## config.mk

```make
export PLATFORM = sky130hd
export DESIGN_NAME = spi_slave
export DESIGN_NICKNAME = d
export VERILOG_FILES = /design/src/rtl/spi_slave.sv
export SDC_FILE = /design/constraint.sdc
export NUM_CORES = 1
export LEC_CHECK = 0
export CELL_PAD_IN_SITES_DETAIL_PLACEMENT = 0
export CELL_PAD_IN_SITES_GLOBAL_PLACEMENT = 1
export CORE_MARGIN = 2
export CORE_UTILIZATION = 35
export CTS_CLUSTER_DIAMETER = 50
export DETAILED_ROUTE_END_ITERATION = 8
export GPL_TIMING_DRIVEN = 0
export PLACE_DENSITY = 0.68
export SYNTH_ARGS = -nofsm -noshare
export SYNTH_HDL_FRONTEND = slang
export SYNTH_SLANG_ARGS = --single-unit
```

## constraint.sdc

```tcl
create_clock -name clk -period 2.9 [get_ports clk]
set_clock_uncertainty 0.05 [all_clocks]
set_input_delay 0.435 -clock clk [delete_from_list [all_inputs] [get_ports clk]]
set_output_delay 0.435 -clock clk [all_outputs]
set_load 0.03 [all_outputs]
```

## src/rtl/spi_slave.sv

```systemverilog
// spi_slave: oversampled SPI slave, all CPOL/CPHA modes, MSB first, one-deep tx buffer.
module spi_slave #(
   parameter int DATA_WIDTH = 8
) (
   input  logic                  clk,
   input  logic                  reset,
   input  logic                  SCLK,
   input  logic                  MOSI,
   input  logic                  SS,
   output logic                  MISO,
   input  logic                  cpol,
   input  logic                  cpha,
   input  logic [DATA_WIDTH-1:0] tx_data,
   input  logic                  tx_load,
   output logic                  tx_ready,
   output logic [DATA_WIDTH-1:0] rx_data,
   output logic                  rx_valid,
   output logic                  busy
);
   localparam int CW = $clog2(DATA_WIDTH + 1);
   typedef enum logic [1:0] {S_IDLE, S_LOAD, S_XFER} state_t;
   state_t                r_state;
   logic [2:0]            r_sclk;
   logic [2:0]            r_ss;
   logic [1:0]            r_mosi;
   logic                  r_cpol, r_cpha, r_miso, r_tx_ready, r_rx_valid;
   logic [DATA_WIDTH-1:0] r_buf, r_tx_sh, r_rx_sh, r_rx_data;
   logic [CW-1:0]         r_cnt;
   logic                  w_edge, w_lead, w_trail, w_sample, w_shift, w_ss_fall;
   logic [DATA_WIDTH-1:0] w_rx_next;
   assign w_edge    = r_sclk[1] ^ r_sclk[2];
   assign w_lead    = w_edge & (r_sclk[1] != r_cpol);
   assign w_trail   = w_edge & (r_sclk[1] == r_cpol);
   assign w_sample  = r_cpha ? w_trail : w_lead;
   assign w_shift   = r_cpha ? w_lead : w_trail;
   assign w_ss_fall = r_ss[2] & ~r_ss[1];
   assign w_rx_next = {r_rx_sh[DATA_WIDTH-2:0], r_mosi[1]};
   assign MISO      = r_miso;
   assign tx_ready  = r_tx_ready;
   assign rx_data   = r_rx_data;
   assign rx_valid  = r_rx_valid;
   assign busy      = (r_state != S_IDLE);
   // A shift edge seen with the counter at zero is either the skipped first
   // leading edge (cpha=1) or the previous frame's last trailing edge (cpha=0).
   always_ff @(posedge clk) begin
      if (reset) begin
         r_state    <= S_IDLE;
         r_sclk     <= '0;
         r_ss       <= '0;
         r_mosi     <= '0;
         r_cpol     <= 1'b0;
         r_cpha     <= 1'b0;
         r_miso     <= 1'b0;
         r_tx_ready <= 1'b1;
         r_rx_valid <= 1'b0;
         r_buf      <= '0;
         r_tx_sh    <= '0;
         r_rx_sh    <= '0;
         r_rx_data  <= '0;
         r_cnt      <= '0;
      end else begin
         r_sclk     <= {r_sclk[1:0], SCLK};
         r_ss       <= {r_ss[1:0], SS};
         r_mosi     <= {r_mosi[0], MOSI};
         r_rx_valid <= 1'b0;
         if (tx_load) begin
            r_buf      <= tx_data;
            r_tx_ready <= 1'b0;
         end
         case (r_state)
            S_IDLE: begin
               r_miso <= 1'b0;
               if (w_ss_fall) begin
                  r_cpol  <= cpol;
                  r_cpha  <= cpha;
                  r_state <= S_LOAD;
               end
            end
            S_LOAD: begin
               if (r_ss[1]) begin
                  r_state <= S_IDLE;
                  r_miso  <= 1'b0;
               end else begin
                  r_tx_sh <= r_tx_ready ? '0 : r_buf;
                  r_miso  <= ~r_tx_ready & r_buf[DATA_WIDTH-1];
                  if (!tx_load) r_tx_ready <= 1'b1;
                  r_cnt   <= '0;
                  r_state <= S_XFER;
               end
            end
            S_XFER: begin
               if (w_sample && r_cnt == CW'(DATA_WIDTH - 1)) begin
                  r_rx_sh    <= w_rx_next;
                  r_rx_data  <= w_rx_next;
                  r_rx_valid <= 1'b1;
                  r_state    <= r_ss[1] ? S_IDLE : S_LOAD;
                  if (r_ss[1]) r_miso <= 1'b0;
               end else if (r_ss[1]) begin
                  r_state <= S_IDLE;
                  r_miso  <= 1'b0;
               end else if (w_sample) begin
                  r_rx_sh <= w_rx_next;
                  r_cnt   <= r_cnt + 1'b1;
               end else if (w_shift && r_cnt != '0) begin
                  r_tx_sh <= {r_tx_sh[DATA_WIDTH-2:0], 1'b0};
                  r_miso  <= r_tx_sh[DATA_WIDTH-2];
               end
            end
            default: r_state <= S_IDLE;
         endcase
      end
   end
endmodule

```

---- Yosys cells after proc, flatten, opt, wreduce, memory -nomap -nowiden ----
Index checks and enable logic that the tools add are counted.
word-level totals
  bits in registers ....................... 49
  bits in latches ......................... 0
  memory bits (writable) .................. 0
  memory bits (read-only) ................. 0
  input bits .............................. 16
  output and inout port bits .............. 12
  word-level logic and storage cells ...... 91
  memories kept ........................... 0
cells by class
  $add $sub $neg .......................... 1
  multipliers ............................. 0
  divide/modulo/power cells ............... 0
  magnitude comparators ................... 0
  eq/ne operators ......................... 17
  shift operators ......................... 0
  multiplexer cells ....................... 35
  bitwise gates (word level) .............. 8
  reductions and logical operators ........ 16
operator list
  cell                   count
  $mux W7                9
  $mux W4                4
  $mux W1                14
  $ne A2 B2 Y1 const B   7
  $pmux W7 S2            1
  $ne A3 B3 Y1 const B   4
  $mux W2                4
  $pmux W4 S2            1
  $pmux W2 S3            1
  $reduce_and A2 Y1      3
  $reduce_and A6 Y1      1
  $reduce_bool A2 Y1     3
  $reduce_and A5 Y1      1
  $add A4 B1 Y4 const B  1
  $and A1 B1 Y1          4
  $eq A4 B3 Y1 const B   1
  $reduce_and A4 Y1      1
  $reduce_bool A4 Y1     1
  $not A1 Y1             3
  $pmux W1 S3            1
  $reduce_and A3 Y1      1
  $reduce_bool A3 Y1     1
  $eq A2 B1 Y1 const B   1
  $eq A2 B2 Y1 const B   1
  other kinds (7)        8

---- Longest topological paths before layout ----
Gate-level depths: netlist of run 1.
  depth after elaboration ................. 9
  depth in mapped cells ................... 7
  depth with buffers taken out ............ 6

---- Worst setup path after synthesis of run 1 ----
No wires, ideal clock.
  kind .................................... reg-to-reg
  start point ............................. register r_cnt[0]
  end point ............................... register r_tx_sh[1]
  library setup time ...................... 121 ps
  data arrival time ....................... 1704 ps
  required time ........................... 2729 ps
  setup slack ............................. 1025 ps
  cell stages (with the launch flop) ...... 6
  path through ............................ dfxtp_1 -> inv_1 -> ha_1 -> or3b_2 -> a32oi_4 -> mux2_2
on the way
  longest elaborated chain between the ends .. 4
  elaborated cells on any way between the ends .. 7
  those cells by class .................... 3 x eq/ne; 4 x reduce/logical
ends and longest elaborated chain
  item                                                RTL line  text
  start: declaration                                  28        logic [CW-1:0] r_cnt;
  start signal: assignment                            103       r_cnt <= r_cnt + 1'b1;
  $eq A4 B3 Y1 or $reduce_bool A4 Y1 (tied branches)  92, 104
  $logic_and A1 B1 Y1, on equally long branches       92, 104
  $ne A2 B2 Y1 (no line)                              --
  $reduce_and A6 Y1 (no line) (*)                     --
  end signal: assignment                              84        r_tx_sh <= r_tx_ready ? '0 : r_buf;
  end signal: assignment                              105       r_tx_sh <= {r_tx_sh[DATA_WIDTH-2:0], 1'b0};
  end: declaration                                    27        logic [DATA_WIDTH-1:0] r_buf, r_tx_sh, r_rx_sh, r_rx_data;
Every way passes the cells marked *; elsewhere a longest branch is shown, timed or not.
A chain may end at the register's enable or synchronous reset.

---- Final worst setup path of run 1 ----
  start point ............................. register r_state[0]
  end point ............................... output port busy
on the way
  longest elaborated chain between the ends .. 1
ends and longest elaborated chain
  item                      RTL line  text
  start: declaration        22        state_t r_state;
  start signal: assignment  96        r_state <= r_ss[1] ? S_IDLE : S_LOAD;
  $reduce_bool A2 Y1        42        assign busy = (r_state != S_IDLE);
  end: declaration          18        output logic busy
Every way passes these cells.

==> results.sh, run 1 <==
export IMPL_status="finished, final reports clean"
export IMPL_post_synth_main_area_contributors="dfxtp_1 45%, mux2i_1 12%, nor2b_1 5.1%"
export IMPL_area_inside_the_core_boundary_mm2=0.00599
export IMPL_place_hpwl_mm=3.27
export IMPL_reg2reg_from="r_cnt[0]$_SDFFE_PP0P_"
export IMPL_async_reset_ff_frac=0
export IMPL_synth_area_mm2=0.00219
export IMPL_finalCoreUtilization=0.445
export IMPL_rows=28
export IMPL_p_total_mw=1.57
export IMPL_cts_tree="yes"
export IMPL_timing_hold_worst_class="register to register"
export IMPL_detail_route_vias_per_cell=4.86
export IMPL_yosysTopAreaCell="dfxtp_1"
export IMPL_cts_sinks=49
export IMPL_synth_nets=251
export IMPL_timing_max_slew_rel_slack=0.605
export IMPL_grt_antenna_before_repair=0
export IMPL_met3_wirelength_um=147
export IMPL_insertion_delay_ns=0.30
export IMPL_ctsResizeCount=0
export IMPL_die_w_um=83.1
export IMPL_fin_crit_ns=2.29
export IMPL_post_synth_edffs=0
export IMPL_maxCapViolations=0
export IMPL_grt_start_max_net_pins=17
export IMPL_place_congestion=0.739
export IMPL_report_final_slew_viol_count=0
export IMPL_synth_sequential_area_ratio=0.449
export IMPL_ys_dominant_reg_cell="dfxtp_1"
export IMPL_post_synth_num_cell_types=39
export IMPL_place_port_buffers=26
export IMPL_critical_path_peak_fanout=4
export IMPL_power_static_leakage_nw=0.983
export IMPL_design_die_area_mm2=0.00690
export IMPL_post_route_period_util=0.789
export IMPL_ctsRootBufferMaster="clkbuf_8"
export IMPL_tightest_slew_ns=0.592
export IMPL_sequential_cell_area_um2=981
export IMPL_grt_first_pass_wirelength_mm=7.72
export IMPL_r2r_worst_path_cells=5
export IMPL_wl_met1_mm=2.42
export IMPL_p_per_area_mw_per_mm2=589
export IMPL_post_cts_repair_setup_buffers=0
export IMPL_drt_iter0_markers=69
export IMPL_worst_ep_arrival_time_ns=1.80
export IMPL_worst_hold_margin_ns=0.398
export IMPL_drcViolationCount=0
export IMPL_post_synth_top_area_fraction=0.449
export IMPL_globalRoute_totalOverflow=0
export IMPL_fp_dieH_um=83.1
export IMPL_number_of_warnings_issued_by_yosys=0
export IMPL_setup_viol=0
export IMPL_worst_vdd_rail_ir_drop_mv=0.328
export IMPL_cp_start_kind="register"
export IMPL_final_hold_viol_count=0
export IMPL_ys_seq_elements=49
export IMPL_cts_hold_buffers=0
export IMPL_worstReg2RegEnd="r_tx_sh[4]$_SDFFE_PP0P_"
export IMPL_syn_inst=229
export IMPL_drt_pass1_iterations=6
export IMPL_maximum_count_of_clock_buffers_along_a_single_path=2
export IMPL_worstPathRequired_ns=2.41
export IMPL_drt_wl_total_mm=4.51
export IMPL_highest_signal_layer="met4"
export IMPL_io_pins=28
export IMPL_setup_worst_path_start="r_state[0]$_SDFFE_PP0P_"
export IMPL_finish_net_count=284
export IMPL_worstSetupEndpoint="busy"
export IMPL_synthToLayoutAreaGrowth_pct=21.9
export IMPL_multi_input_area_mm2=0.00113
export IMPL_routedWlPerCell_um=13.4
export IMPL_timing_setup_critical_path_class="register to primary output"
export IMPL_setup_tns_final_ns=0
export IMPL_vias_in_the_first_global_route=1543
export IMPL_initial_utilization=0.365
export IMPL_fraction_of_layout_cells_with_a_size_suffix_above_1=0.0798
export IMPL_n_fill_cell=601
export IMPL_maxClockFrequency_mhz=437
export IMPL_detail_route_antenna_nets=0
export IMPL_num_vias=1642
export IMPL_global_route_usage_total=0.137
export IMPL_wl_met2_mm=1.87
export IMPL_syn_avg_cell_area_um2=9.55
export IMPL_cts_htree_levels=2
export IMPL_path_clk_slew_ns=0.10
export IMPL_cts_made_buffers=5
export IMPL_reg2reg_setup_slack_ns=0.86
export IMPL_setup_repair_after_global_routing_missed_its_margin="false"
export IMPL_insertedDiodeCount=0
export IMPL_worstSetupEndpointType="primary output"
## logic make-up (layout without fill, tap and decap cells)
kind of cell	Yosys count	in the layout	synth area share
buf+inv	19	53	0.0360
xor+xnor	2	2	0.00801
flops	49	49	0.449
mux	35	35	0.167
fa+ha+maj	6	6	0.0343
simple gates	90	90	0.216
compound gates	28	28	0.0898
## final cells by class
type / count / area share
repair buffers: 26 / 0.0977
inverters: 7 / 0.00986
multi-input cells: 161 / 0.423
flip-flops and latches: 49 / 0.368
clock buffers: 6 / 0.0310
plain buffers: 12 / 0.0197
well taps: 75 / 0.0352
clock inverters: 2 / 0.0155
## cell usage after synthesis, types with 2 or more instances
cell,count
a21oi_1,11
a31oi_1,3
a32o_1,2
and3_1,2
and4_1,2
buf_1,5
buf_4,2
clkbuf_1,5
dfxtp_1,49
ha_1,6
inv_1,6
mux2_2,8
mux2i_1,26
nand2_1,23
nand2b_1,2
nand3_1,7
nand3b_1,2
nor2_1,20
nor2b_1,18
nor3b_1,8
o21ai_0,4
## metal layers
layer  vias to the layer above  GRT usage
li1                        862          -
met1                       742      0.201
met2                        30      0.194
met3                         8     0.0328
met4                         0     0.0462
met5                         -          0
## flip-flops by register name, indices dropped and copies added (netlist names)
name and cells:
r_buf 8, rx_data 8, r_rx_sh 7, r_tx_sh 7
r_cnt 4, r_sclk 3, r_ss 3, r_mosi 2
r_state 2, MISO 1, r_cpha 1, r_cpol 1
rx_valid 1, tx_ready 1
## where the power goes
group / switching [mW] / internal (mW)
clock network: 0.241 / 0.287
registers: 0.0165 / 0.698
logic: 0.190 / 0.138
total: 0.447 / 1.12
## through the flow
stage	setup WS, ns	area [µm²]	cells
final	0.613	2670	338
after global routing	0.481	2670	338
after CTS	0.605	2670	338
after detailed placement	0.341	2540	330
after global placement	0.360	2540	330
after floorplan	1.03	2190	229
## how the worst min path moves through the flow
stage               slack, ns                   end            startpoint  depth (start not counted)
floorplan                0.36  r_mosi[1]$_SDFF_PP0_  r_mosi[0]$_SDFF_PP0_                          1
global placement         0.38  r_sclk[1]$_SDFF_PP0_  r_sclk[0]$_SDFF_PP0_                          1
detailed placement       0.38    r_ss[1]$_SDFF_PP0_    r_ss[0]$_SDFF_PP0_                          1
CTS                      0.40    r_ss[1]$_SDFF_PP0_    r_ss[0]$_SDFF_PP0_                          1
global route             0.41  r_sclk[1]$_SDFF_PP0_  r_sclk[0]$_SDFF_PP0_                          1
finish                   0.40  r_sclk[1]$_SDFF_PP0_  r_sclk[0]$_SDFF_PP0_                          1
## cell usage in the layout (no fill, tap or decap), types with 2 or more instances in the layout
cell type and n:
a21oi_1 11, a31oi_1 3, a32o_1 2, and3_1 2, and4_1 2, buf_1 5
buf_4 2, clkbuf_1 5, clkbuf_8 6, clkdlybuf4s50_1 26, dfxtp_1 49, ha_1 6
inv_1 6, mux2_2 8, mux2i_1 26, nand2_1 23, nand2b_1 2, nand3_1 7
nand3b_1 2, nor2_1 20, nor2b_1 18, nor3b_1 8, o21ai_0 4
## critical path, stage by stage (launching register included)
cell	delay (ns)
dfxtp_1	0.37
inv_1	0.08
ha_1	0.25
inv_1	0.12
clkdlybuf4s50_1	0.68
(Power assumes the default switching activity.)
==> run 2, diff against run 1 <==
==> constraint.sdc (replaced) <==
create_clock -name clk -period 2.4 [get_ports clk]
set_clock_uncertainty 0.05 [all_clocks]
set_input_delay 0.36 -clock clk [delete_from_list [all_inputs] [get_ports clk]]
set_output_delay 0.36 -clock clk [all_outputs]
set_load 0.03 [all_outputs]
==> results of run 2 <==
Same layout as run 1 (identical final DEF). Status: finished, final reports clean.
Main changes from that run: setup slack after placement 0.341 ns -> -0.0835 ns; setup slack after layout 0.613 ns -> 0.188 ns; register-to-register setup slack 0.86 ns -> 0.36 ns; total power 1.57 mW -> 1.90 mW; worst IR drop on VDD 0.328 mV -> 0.397 mV
